$ cat src/rtl/mna_pkg.sv
// Shared constants, flit field layout and sender FSM states for the MNA
// request-path output stage.
package mna_pkg;

  localparam int FLIT_W = 37;
  localparam int NUM_VC = 8;
  localparam int VC_W   = $clog2(NUM_VC);

  localparam logic [1:0] FLIT_HEAD = 2'b10;
  localparam logic [1:0] FLIT_BODY = 2'b00;
  localparam logic [1:0] FLIT_TAIL = 2'b01;

  localparam int TYPE_HI = 36;
  localparam int TYPE_LO = 35;
  localparam int VC_HI   = 34;
  localparam int VC_LO   = 32;
  localparam int DST_HI  = 31;
  localparam int DST_LO  = 28;
  localparam int SRC_HI  = 27;
  localparam int SRC_LO  = 24;
  localparam int RW_BIT  = 0;

  typedef enum logic [1:0] {
    IDLE = 2'd0,
    HEAD = 2'd1,
    BODY = 2'd2,
    TAIL = 2'd3
  } send_state_t;

endpackage

$ cat src/rtl/mna_flit_sender_if.sv
// Packet-capture and router-injection signals of the flit sender.
// master = upstream/router side, slave = the sender itself.
interface mna_flit_sender_if;
  import mna_pkg::*;

  logic              pkt_valid;
  logic              pkt_ready;
  logic              pkt_write;
  logic [FLIT_W-1:0] header_in;
  logic [FLIT_W-1:0] body_in;
  logic [FLIT_W-1:0] tail_in;
  logic [FLIT_W-1:0] flit_out;
  logic              flit_valid;
  logic [NUM_VC-1:0] credit_in;
  logic [NUM_VC-1:0] vc_has_credit;

  modport master (
    output pkt_valid, pkt_write, header_in, body_in, tail_in, credit_in,
    input  pkt_ready, flit_out, flit_valid, vc_has_credit
  );

  modport slave (
    input  pkt_valid, pkt_write, header_in, body_in, tail_in, credit_in,
    output pkt_ready, flit_out, flit_valid, vc_has_credit
  );

endinterface

$ cat src/rtl/mna_vc_credit_counter.sv
// Saturating up/down credit counter for one virtual channel; resets full.
module mna_vc_credit_counter #(
  parameter int MAX = 4,
  parameter int W   = $clog2(MAX + 1)
) (
  input  logic         clk,
  input  logic         rst,
  input  logic         inc,
  input  logic         dec,
  output logic [W-1:0] count
);

  // simultaneous inc/dec cancel; overflow from a misbehaving router is dropped
  always_ff @(posedge clk or posedge rst) begin
    if (rst) begin
      count <= W'(MAX);
    end else if (inc && !dec) begin
      if (count != W'(MAX)) count <= count + 1'b1;
    end else if (dec && !inc) begin
      if (count != '0) count <= count - 1'b1;
    end
  end

endmodule

$ cat src/rtl/mna_flit_sender.sv
// Captures one request packet and serialises it onto the router injection
// port, one flit per cycle, gated by the per-VC credit of the header's VC.
//
// state | meaning
// IDLE  | ready for a new packet
// HEAD  | head flit pending on vc_q
// BODY  | body flit pending (write packets only)
// TAIL  | tail flit pending; packet done once it is sent
module mna_flit_sender
  import mna_pkg::*;
#(
  parameter int CREDIT_MAX = 4
) (
  input logic              clk,
  input logic              rst,
  mna_flit_sender_if.slave bus
);

  localparam int CNT_W = $clog2(CREDIT_MAX + 1);

  send_state_t       state, state_nxt;
  logic [FLIT_W-1:0] head_q, body_q, tail_q;
  logic              write_q;
  logic [VC_W-1:0]   vc_q;
  logic [CNT_W-1:0]  credit_cnt [NUM_VC];
  logic [NUM_VC-1:0] dec_vc;
  logic              capture;
  logic              credit_ok;
  logic              send;

  assign bus.pkt_ready = (state == IDLE) && !rst;
  assign capture       = bus.pkt_valid && bus.pkt_ready;
  assign credit_ok     = credit_cnt[vc_q] != '0;

  always_ff @(posedge clk or posedge rst) begin
    if (rst) state <= IDLE;
    else     state <= state_nxt;
  end

  always_ff @(posedge clk or posedge rst) begin
    if (rst) begin
      head_q  <= '0;
      body_q  <= '0;
      tail_q  <= '0;
      write_q <= 1'b0;
      vc_q    <= '0;
    end else if (capture) begin
      head_q  <= bus.header_in;
      body_q  <= bus.body_in;
      tail_q  <= bus.tail_in;
      write_q <= bus.pkt_write;
      vc_q    <= bus.header_in[VC_HI:VC_LO];
    end
  end

  // a flit leaves only when its VC holds credit; otherwise the state holds
  always_comb begin
    state_nxt      = state;
    send           = 1'b0;
    bus.flit_out   = '0;
    bus.flit_valid = 1'b0;
    case (state)
      IDLE: if (capture) state_nxt = HEAD;
      HEAD: if (credit_ok) begin
        send         = 1'b1;
        bus.flit_out = head_q;
        state_nxt    = write_q ? BODY : TAIL;
      end
      BODY: if (credit_ok) begin
        send         = 1'b1;
        bus.flit_out = body_q;
        state_nxt    = TAIL;
      end
      TAIL: if (credit_ok) begin
        send         = 1'b1;
        bus.flit_out = tail_q;
        state_nxt    = IDLE;
      end
      default: state_nxt = IDLE;
    endcase
    bus.flit_valid = send;
  end

  assign dec_vc = send ? (NUM_VC'(1) << vc_q) : '0;

  for (genvar i = 0; i < NUM_VC; i++) begin : g_credit
    mna_vc_credit_counter #(.MAX(CREDIT_MAX), .W(CNT_W)) u_cnt (
      .clk   (clk),
      .rst   (rst),
      .inc   (bus.credit_in[i]),
      .dec   (dec_vc[i]),
      .count (credit_cnt[i])
    );
  end

  always_comb begin
    bus.vc_has_credit = '0;
    for (int i = 0; i < NUM_VC; i++) bus.vc_has_credit[i] = credit_cnt[i] != '0;
  end

endmodule

$ cat src/flat_wrapper.sv
// flat-port wrapper written by rule: the top's interface ports become plain ports
module mna_flit_sender_flat import mna_pkg::*;
#(
  parameter int CREDIT_MAX = 4
)
  (clk, rst, bus_pkt_valid, bus_pkt_write, bus_header_in, bus_body_in, bus_tail_in, bus_credit_in, bus_pkt_ready, bus_flit_out, bus_flit_valid, bus_vc_has_credit);
  mna_flit_sender_if bus_i ();
  input logic clk;
  input logic rst;
  input wire logic [$bits(bus_i.pkt_valid)-1:0] bus_pkt_valid;
  input wire logic [$bits(bus_i.pkt_write)-1:0] bus_pkt_write;
  input wire logic [$bits(bus_i.header_in)-1:0] bus_header_in;
  input wire logic [$bits(bus_i.body_in)-1:0] bus_body_in;
  input wire logic [$bits(bus_i.tail_in)-1:0] bus_tail_in;
  input wire logic [$bits(bus_i.credit_in)-1:0] bus_credit_in;
  output wire logic [$bits(bus_i.pkt_ready)-1:0] bus_pkt_ready;
  output wire logic [$bits(bus_i.flit_out)-1:0] bus_flit_out;
  output wire logic [$bits(bus_i.flit_valid)-1:0] bus_flit_valid;
  output wire logic [$bits(bus_i.vc_has_credit)-1:0] bus_vc_has_credit;
  assign bus_i.pkt_valid = bus_pkt_valid;
  assign bus_i.pkt_write = bus_pkt_write;
  assign bus_i.header_in = bus_header_in;
  assign bus_i.body_in = bus_body_in;
  assign bus_i.tail_in = bus_tail_in;
  assign bus_i.credit_in = bus_credit_in;
  assign bus_pkt_ready = bus_i.pkt_ready;
  assign bus_flit_out = bus_i.flit_out;
  assign bus_flit_valid = bus_i.flit_valid;
  assign bus_vc_has_credit = bus_i.vc_has_credit;
  mna_flit_sender #(.CREDIT_MAX(CREDIT_MAX)) u_core (.clk(clk), .rst(rst), .bus(bus_i));
endmodule
$ cat config.mk
export PLATFORM = sky130hd
export DESIGN_NAME = mna_flit_sender_flat
export DESIGN_NICKNAME = d
export VERILOG_FILES = /design/src/rtl/mna_pkg.sv /design/src/rtl/mna_flit_sender_if.sv /design/src/rtl/mna_vc_credit_counter.sv /design/src/rtl/mna_flit_sender.sv /design/src/flat_wrapper.sv
export SDC_FILE = /design/constraint.sdc
export NUM_CORES = 1
export LEC_CHECK = 0
export CAP_MARGIN = 10
export CELL_PAD_IN_SITES_DETAIL_PLACEMENT = 1
export CELL_PAD_IN_SITES_GLOBAL_PLACEMENT = 1
export CORE_ASPECT_RATIO = 0.7
export CORE_UTILIZATION = 39
export CTS_CLUSTER_DIAMETER = 80
export CTS_CLUSTER_SIZE = 16
export DETAILED_ROUTE_END_ITERATION = 16
export PLACE_DENSITY_LB_ADDON = 0.1
export SLEW_MARGIN = 15
export SYNTH_ARGS = -nofsm -noshare
export SYNTH_HDL_FRONTEND = slang
export SYNTH_SLANG_ARGS = --single-unit
$ cat constraint.sdc
create_clock -name clk -period 5 [get_ports clk]
set_input_delay 0.75 -clock clk [delete_from_list [all_inputs] [get_ports clk]]
set_output_delay 0.75 -clock clk [all_outputs]
set_load 0.01 [all_outputs]
==> results.json, run 1 <==
{
  "ys_seq_area_share_pct": 51.6,
  "first_iter_violations": 367,
  "synth_fp_nets": 695,
  "syn_area_per_cell_um2": 12.2,
  "ys.flop_type": "dfrtp_1",
  "fp.coreArea_um2": 16500,
  "final.setup.tns_ns": 0,
  "cp_num_buf_inv": 1,
  "yosys.area.top_type": "dfrtp_1",
  "finalInstanceArea_um2": 9140,
  "p_total_mw": 6.30,
  "synth_seq_cells": 138,
  "hpwl_um": 13100,
  "holdPathStages": 1,
  "grt_max_degree": 85,
  "synth_top_family_by_area": "multiplexers",
  "max_stage_delay_ns": 0.70,
  "drtAntennaViolNets": 0,
  "cp_cell_sequence": "or3_1, mux2_2, mux2i_1, a211o_2, nor2_1, clkdlybuf4s50_1",
  "synthAdderAreaFrac_pct": 4.81,
  "design.portCount": 170,
  "wl_per_cell_um": 20.0,
  "drive_above_1_share_pct": 22.9,
  "crit_family": "compound AO/OA/AOI/OAI gates",
  "cts.sinks": 138,
  "drv_slew": 0,
  "numCtsBuffers": 17,
  "cp_num_cells": 6,
  "tightest_slew_ns": 1.14,
  "maxSlewHeadroom_pct": 23.9,
  "fin_worst_skew_ns": 0.0103,
  "critPathSlowestCell": "a211o_2",
  "p_per_area_nw_per_um2": 689,
  "synth-async-reset-ratio_pct": 100,
  "synth-xor-area-share_pct": 1.04,
  "fin_nets": 859,
  "path_class": "flip-flop to output port",
  "drt_first_pass_iters": 6,
  "post-route-drc-count": 0,
  "fillers": 1686,
  "grt_usage_pct": 22.8,
  "initial_core_util_pct": 40.5,
  "fin_crit_sh_pct": 79.1,
  "setup-violations-final": 0,
  "outcome": "finished clean",
  "netlist_top_cells_area": "dfrtp_1 (49%), mux2_2 (19%), a222oi_1 (5.5%)",
  "die_x_um": 159,
  "grt_pass1_vias": 5795,
  "rows": 39,
  "cts_max_level": 4,
  "routabilityCongestion": 0.766,
  "dieArea_um2": 17700,
  "vias": 5194,
  "synth-simple-area-share_pct": 8.19,
  "crit_arrival_ns": 3.21,
  "r2r_cells": 11,
  "cts_hold_buf": 0,
  "antenna_found_initial": 1,
  "ff_latch_area_um2": 3460,
  "multi_input_area_um2": 3050,
  "clk_pin_slew_ns": 0.06,
  "grt_overflow": 0,
  "p_leak_nw": 3.80,
  "n_antenna_cell": 0,
  "die_h_um": 112,
  "min_path_type": "flip-flop to flip-flop",
  "end_kind": "output port",
  "synth-edff-count": 0,
  "io_buffers": 169,
  "fin_hold_ws_ns": 0.507,
  "cts_buffer_depth": 2,
  "synth_top_area_share_pct": 48.5,
  "viasPerCell": 5.45,
  "synth-compound-area-share_pct": 11.7,
  "syn_inst": 551,
  "ys_types": 35,
  "synthMuxAreaShare_pct": 19.6,
  "hold_violations": 0,
  "cp_data_required_time_ns": 4.25,
  "grt_pass1_wl_um": 31500,
  "place_area_um2": 8580,
  "worstSkewPairLatency_ns": 0.42,
  "post_cts_resize_count": 0,
  "maxCapViolations": 0,
  "start_kind": "flip-flop",
  "cts-root-buf": "clkbuf_16",
  "period_needed_ns": 3.96,
  "rsz0062_at_grt": "false",
  "routed_wl_um": 19000,
  "yosys_warnings": 0,
  "ir_drop_mv": 0.288,
  "fmax_mhz": 253,
  "netlist_area_um2": 6710,
  "cp_max_fo": 38,
  "cts_tree": "yes",
  "cts_setup_buffers": 0,
  "syn_to_final_growth_pct": 36.2
}
==> Yosys cell counts, drive strengths merged, types with 6 or more instances <==
| cell | count |
|---|---|
| dfrtp | 130 |
| buf | 14 |
| inv | 13 |
| xor2 | 8 |
| a21oi | 9 |
| dfstp | 8 |
| a222oi | 37 |
| ha | 13 |
| o21ai | 16 |
| nand3 | 6 |
| o31ai | 7 |
| nor2 | 72 |
| o211ai | 7 |
| nor3 | 8 |
| mux2 | 116 |
| clkbuf | 16 |
| o21a | 7 |
| nand2 | 24 |
| or3 | 9 |
| fa | 8 |
| o22a | 8 |
==> power by group <==
| part | internal [mW] | total, mW | switching [mW] | leakage, nW |
|---|---|---|---|---|
| Sequential | 1.71 | 2.17 | 0.452 | 1.64 |
| Clock | 0.697 | 1.19 | 0.492 | 0.264 |
| Combinational | 1.53 | 2.94 | 1.41 | 1.90 |
| Total | 3.95 | 6.30 | 2.35 | 3.80 |
==> cell usage in the layout, fill, tap and decap left out, types with 2 or more instances in the layout <==
master / Yosys / routed
nand3_1: 6 / 6
fa_1: 8 / 8
buf_4: 0 / 5
xor2_1: 8 / 8
nand3b_1: 2 / 2
dfrtp_1: 130 / 130
clkinvlp_4: 0 / 3
clkbuf_16: 0 / 17
clkdlybuf4s50_1: 0 / 169
inv_6: 0 / 3
nor2b_1: 4 / 4
or3_1: 8 / 8
nor2_1: 72 / 72
a21oi_1: 9 / 9
o21ai_0: 16 / 16
o211ai_1: 7 / 7
inv_1: 12 / 11
a222oi_1: 37 / 37
a221oi_2: 2 / 2
nor3_1: 8 / 8
mux2_2: 116 / 116
clkbuf_1: 16 / 3
o22a_1: 8 / 8
o31ai_1: 7 / 7
clkinv_2: 0 / 4
ha_1: 13 / 13
nand2_1: 24 / 23
o21a_1: 7 / 7
dfstp_2: 8 / 8
==> per-stage QoR <==
step / utilization, % / instances / setup WS [ns]
after CTS: 55.2 / 953 / 1.04
after floorplan: - / 551 / 0.330
after detailed placement: 51.9 / 921 / 1.50
final: 55.2 / 953 / 1.04
after global placement: 51.9 / 921 / 1.56
after global routing: 55.2 / 953 / 0.826
==> final cells by class <==
cell class	count	share of cell area (%)
inverters	13	0.589
well taps	225	3.08
flip-flops and latches	138	37.9
clock buffers	21	4.93
multi-input cells	370	33.4
repair buffers	175	19.0
clock inverters	11	1.08
==> registers in the layout, summed over array words and instances (netlist names) <==
| signal | flops |
|---|---|
| u_core.body_q | 37 |
| u_core.head_q | 35 |
| u_core.vc_q | 2 |
| u_core.g_credit.u_cnt.count | 24 |
| u_core.write_q | 1 |
| u_core.tail_q | 37 |
| u_core.state | 2 |
==> worst register-to-register path, cell delays in order, from the launching register on <==
cell	delay, ns
dfrtp_1	0.47
or3_4	0.41
a221oi_2	0.27
and3_4	0.23
nor3_1	0.09
nand2_1	0.14
ha_1	0.28
inv_1	0.10
fa_1	0.48
nor3_1	0.19
a21oi_1	0.06
o31ai_1	0.21
==> routing by layer <==
layer | vias to the layer above | track usage [%] | share of wire, %
met2 | 164 | 35.9 | 47
met4 | 0 | 5.44 | 0.70
met5 | - | 0 | 0
li1 | 2360 | - | -
met3 | 12 | 6.41 | 6.9
met1 | 2658 | 31.3 | 46
==> cells by family after synthesis <==
logic type	after synthesis
compound gates	97
xor+xnor	8
fa+ha+maj	21
buf+inv	43
flops	138
mux	117
simple gates	127
==> worst paths after layout <==
path | start | end | slack (ns)
setup / recovery | u_core.g_credit[7].u_cnt.count[1] | bus_flit_out[26] | 1.04
hold / removal | u_core.head_q[3] | u_core.head_q[3] | 0.51
setup reg to reg | u_core.g_credit[0].u_cnt.count[0] | u_core.g_credit[1].u_cnt.count[2] | 2.00
hold reg to reg | u_core.head_q[3] | u_core.head_q[3] | 0.51
max in group asynchronous | rst | u_core.state[1] | 3.05
min in group asynchronous | rst | u_core.g_credit[3].u_cnt.count[1] | 0.78
(Power assumes the default switching activity.)
==> inputs of run 2 (changes only) <==
==> constraint.sdc (replaced) <==
create_clock -name clk -period 4 [get_ports clk]
set_input_delay 0.6 -clock clk [delete_from_list [all_inputs] [get_ports clk]]
set_output_delay 0.6 -clock clk [all_outputs]
set_load 0.01 [all_outputs]
==> run 2 against run 1 <==
Effect of this change: hold slack worse by 0.00066 ns; wire length up 0.61%; via count down 0.87%; count of clock-buffer cells in the layout down 2; clock skew up 0.00087 ns; final area up 0.74%; sequential cell count unchanged; combinational power up 27%; critical path depth up 1; first-iteration DRC count up 24%; final cell count up 0.31%; largest power group unchanged; highest routed layer is now met5.
==> results.json, run 2 (synthesized netlist as in run 1, its figures left out) <==
{
  "fin_worst_skew_ns": 0.0112,
  "routed_wl_um": 19200,
  "n_antenna_cell": 0,
  "end_kind": "output port",
  "tightest_slew_ns": 1.07,
  "min_from": "u_core.head_q[6]",
  "top_layer": "met5",
  "rr_startpoint": "u_core.g_credit[0].u_cnt.count[0]",
  "drtAntennaViolNets": 0,
  "fmax_mhz": 279,
  "crit_arrival_ns": 2.98,
  "grt_usage_pct": 22.8,
  "grt_max_degree": 139,
  "fin_nets": 863,
  "first_iter_violations": 456,
  "vias": 5149,
  "hold_violations": 0,
  "critPathSlowestCell": "clkdlybuf4s50_1",
  "p_leak_nw": 3.84,
  "drv_slew": 0,
  "post-route-drc-count": 0,
  "place_area_um2": 8650,
  "routabilityCongestion": 0.789,
  "cp_cell_sequence": "nor2b_1, a221oi_2, and3_4, a211o_2, buf_12, nor2_1, clkdlybuf4s50_1",
  "outcome": "finished clean",
  "cp_num_buf_inv": 2,
  "start_kind": "flip-flop",
  "m1WireLength_um": 8650,
  "period_needed_ns": 3.58,
  "multi_input_area_um2": 3050,
  "cp_max_fo": 26,
  "maxCapViolations": 0,
  "io_buffers": 169,
  "dpl_worst_slack_ns": 0.845,
  "cts.sinks": 138,
  "ff_latch_area_um2": 3460,
  "cp-startpoint": "u_core.vc_q[1]",
  "fin_ws_ns": 0.419,
  "p_per_area_nw_per_um2": 863,
  "grt_pass1_vias": 5753,
  "layout_common_cells": "clkdlybuf4s50_1 (169), dfrtp_1 (130), mux2_2 (116), nor2_1 (72), a222oi_1 (37)",
  "viasPerCell": 5.39,
  "rsz0062_at_grt": "false",
  "rows": 39,
  "cts_setup_buffers": 0,
  "maxSlewHeadroom_pct": 28.5,
  "die_x_um": 159,
  "met3_length_um": 1210,
  "fin_crit_sh_pct": 89.5,
  "numCtsBuffers": 17,
  "p_total_mw": 7.94,
  "final.setup.tns_ns": 0,
  "final_common_cell": "clkdlybuf4s50_1",
  "wl_met2_um": 9090,
  "ir_drop_mv": 0.358,
  "grt_overflow": 0,
  "initial_core_util_pct": 40.5,
  "post_cts_resize_count": 0,
  "drive_above_1_share_pct": 23.7,
  "largestRegisters": "u_core.body_q (37), u_core.tail_q (37), u_core.head_q (35)",
  "finalInstanceArea_um2": 9210,
  "max_stage_delay_ns": 0.56,
  "cts_buffer_depth": 2,
  "die_h_um": 112,
  "fp.coreArea_um2": 16500,
  "setup-violations-final": 0,
  "wl_per_cell_um": 20.0,
  "clk_pin_slew_ns": 0.06,
  "design.portCount": 170,
  "crit_family": "buffers and inverters",
  "cp_data_required_time_ns": 3.40,
  "cts_max_level": 4,
  "dieArea_um2": 17700,
  "antenna_found_initial": 1,
  "grt_pass1_wl_um": 31400,
  "min_path_type": "flip-flop to flip-flop",
  "worstSkewPairLatency_ns": 0.42,
  "hpwl_um": 13000,
  "cts-root-buf": "clkbuf_16",
  "syn_to_final_growth_pct": 37.3,
  "fin_hold_ws_ns": 0.507,
  "drt_first_pass_iters": 6,
  "cts_hold_buf": 0,
  "fillers": 1687,
  "cts_tree": "yes",
  "path_class": "flip-flop to output port"
}
-- run 2: cell count changes in the layout (fill, tap and decap cells not counted), moves of 2 or more --
cell	previous run	this run
buf_4	5	7
clkinv_4	1	3
buf_12	0	3
clkbuf_1	3	0
clkinv_2	4	6
inv_6	3	0
-- run 2: stage by stage --
step                std cells  util [%]
floorplan                 551         -
global placement          925      52.3
detailed placement        925      52.3
CTS                       956      55.6
global route              956      55.6
finish                    956      55.6
-- run 2: metal layers --
metal | global-route usage [%] | vias to the layer above
met1 | 30.7 | 2607
met5 | 0 | -
met2 | 36.7 | 154
met3 | 5.44 | 18
li1 | - | 2368
met4 | 6.93 | 2
-- run 2: layout make-up --
class	instances	area share [%]
Clock inverter	12	1.10
Timing Repair Buffer	179	19.6
Inverter	13	0.571
Tap cell	225	3.06
Multi-Input combinational cell	370	33.1
Clock buffer	19	4.92
Sequential cell	138	37.6
-- run 2: worst paths after layout --
kind / end / slack (ns) / cells past startpoint
max in group asynchronous: u_core.body_q[0] / 2.60 / 3
hold / removal: u_core.head_q[6] / 0.51 / 1
min in group asynchronous: u_core.head_q[34] / 0.71 / 3
hold reg to reg: u_core.head_q[6] / 0.51 / 1
setup reg to reg: u_core.g_credit[1].u_cnt.count[2] / 0.95 / 11
setup / recovery: bus_flit_out[34] / 0.42 / 7
-- run 2: report_power, final --
| group | internal (mW) | leakage (nW) | total (mW) | switching [mW] |
|---|---|---|---|---|
| Sequential | 2.14 | 1.64 | 2.72 | 0.571 |
| Clock | 0.879 | 0.274 | 1.49 | 0.606 |
| Combinational | 1.98 | 1.92 | 3.74 | 1.76 |
==> inputs of run 3 (changes only) <==
--- a/config.mk
+++ b/config.mk
@@ -14,6 +14,7 @@
 export CTS_CLUSTER_SIZE = 16
 export DETAILED_ROUTE_END_ITERATION = 16
 export PLACE_DENSITY_LB_ADDON = 0.1
+export REMOVE_ABC_BUFFERS = 1
 export SLEW_MARGIN = 15
 export SYNTH_ARGS = -nofsm -noshare
 export SYNTH_HDL_FRONTEND = slang
==> run 3 against run 2 <==
Effect of this change: wire length shrank 1.7%; count of clock-buffer cells in the layout down 1; sequential power is essentially flat.
==> results.json, run 3 (synthesized netlist as in run 1, its figures left out) <==
{
  "cp_cell_sequence": "or3_1, mux2_2, mux2i_1, a211o_2, nor2_1, clkdlybuf4s50_1",
  "comb_power_share_pct": 45.6,
  "fin_worst_skew_ns": 0.00855,
  "r2r_cells": 11,
  "path_class": "flip-flop to output port",
  "viasPerCell": 5.38,
  "power.internal_mw": 5.04,
  "n_antenna_cell": 0,
  "post_cts_resize_count": 0,
  "fin_crit_sh_pct": 93.1,
  "fmax_mhz": 269,
  "cp_data_required_time_ns": 3.40,
  "grt_max_degree": 109,
  "ir_drop_mv": 0.424,
  "drv_slew": 0,
  "grt_pass1_vias": 5732,
  "clk_pin_slew_ns": 0.06,
  "max_stage_delay_ns": 0.64,
  "grt_usage_pct": 22.5,
  "outcome": "finished clean",
  "syn_to_final_growth_pct": 37.1,
  "drt_first_pass_iters": 5,
  "hold_violations": 0,
  "switching_share_pct": 36.7,
  "cts_setup_buffers": 0,
  "cts_buffer_depth": 2,
  "grt_overflow": 0,
  "cts.sinks": 138,
  "final_common_cell": "clkdlybuf4s50_1",
  "period_needed_ns": 3.72,
  "rows": 39,
  "p_per_area_nw_per_um2": 867,
  "hpwl_um": 12500,
  "vias": 5108,
  "fp.coreArea_um2": 16500,
  "p_total_mw": 7.96,
  "worstSkewPairLatency_ns": 0.42,
  "io_buffers": 169,
  "critPathSlowestCell": "a211o_2",
  "largestRegisters": "u_core.body_q (37), u_core.tail_q (37), u_core.head_q (35)",
  "maxSlewHeadroom_pct": 33.5,
  "tightest_slew_ns": 0.997,
  "fin_nets": 856,
  "die_x_um": 159,
  "antenna_found_initial": 0,
  "cts_hold_buf": 0,
  "post-route-drc-count": 0,
  "numCtsBuffers": 17,
  "wl_per_cell_um": 19.8,
  "end_kind": "output port",
  "setup-violations-final": 0,
  "cts_max_level": 4,
  "min_path_type": "flip-flop to flip-flop",
  "crit_arrival_ns": 3.12,
  "die_h_um": 112,
  "routed_wl_um": 18800,
  "drtAntennaViolNets": 0,
  "first_iter_violations": 364,
  "cp_max_fo": 38,
  "initial_core_util_pct": 40.5,
  "maxCapViolations": 0,
  "holdPathStages": 1,
  "rsz0062_at_grt": "false",
  "start_kind": "flip-flop",
  "p_seq_share_pct": 34.0,
  "routabilityCongestion": 0.788,
  "drive_above_1_share_pct": 23.4,
  "final.setup.tns_ns": 0,
  "cts-root-buf": "clkbuf_16",
  "dieArea_um2": 17700,
  "p_leak_nw": 3.81,
  "layout_common_cells": "clkdlybuf4s50_1 (169), dfrtp_1 (130), mux2_2 (116), nor2_1 (72), a222oi_1 (37)",
  "p_clk_share_pct": 20.4,
  "cts_tree": "yes",
  "grt_pass1_wl_um": 31100,
  "design.portCount": 170,
  "p_sw_mw": 2.92
}
[run 3: final cells by class]
| cell class | count | area (µm²) |
|---|---|---|
| fill | 1656 | 7350 |
| sequential | 138 | 3460 |
| multi-input combinational | 370 | 3060 |
| timing repair buffer | 172 | 1730 |
| clock buffer | 18 | 439 |
| tap | 225 | 282 |
| clock inverter | 14 | 170 |
| inverter | 13 | 53.8 |
[run 3: metrics by stage]
step                std cells  cell area (µm²)  hold WS, ns  utilization (%)  setup WS [ns]
floorplan                 521             6550        0.470                -         -0.520
global placement          918             8580        0.484             51.9          0.773
detailed placement        918             8580        0.488             51.9          0.694
CTS                       950             9190        0.508             55.6          0.213
global route              950             9190        0.517             55.6         0.0918
finish                    950             9190        0.508             55.6          0.278
[run 3: path summary, 6_finish.rpt]
path	start	end	slack (ns)
worst min-delay path	u_core.write_q	u_core.write_q	0.51
worst max register to register	u_core.g_credit[0].u_cnt.count[0]	u_core.g_credit[1].u_cnt.count[2]	0.97
max in group asynchronous	rst	u_core.tail_q[35]	2.31
worst max-delay path	u_core.g_credit[6].u_cnt.count[1]	bus_flit_out[20]	0.28
worst min register to register	u_core.write_q	u_core.write_q	0.51
min in group asynchronous	rst	u_core.g_credit[5].u_cnt.count[0]	0.54
[run 3: critical path: cells and delay by family, from the launching register on]
family / cells / cell delay, ns
mux: 2 / 0.48
buf+inv: 1 / 0.51
simple gates: 2 / 0.58
flops: 1 / 0.44
compound gates: 1 / 0.64
[run 3: power groups by stage]
stage	combinational [mW]	clock, mW	sequential (mW)
2_1_floorplan	2.30	0	2.53
3_3_place_gp	3.50	0	2.63
3_5_place_dp	3.66	0	2.70
4_1_cts	3.69	1.67	2.70
5_1_grt	3.99	1.73	2.81
6_report	3.63	1.63	2.71
[run 3: metal layers]
metal	global-route usage, %	wire [µm]	vias to the layer above	share of wire, %
li1	-	-	2359	-
met4	6.99	203	0	1.1
met3	7.12	1280	13	6.8
met1	29.9	8560	2583	45
met2	35.1	8790	153	47
met5	0	0	-	0
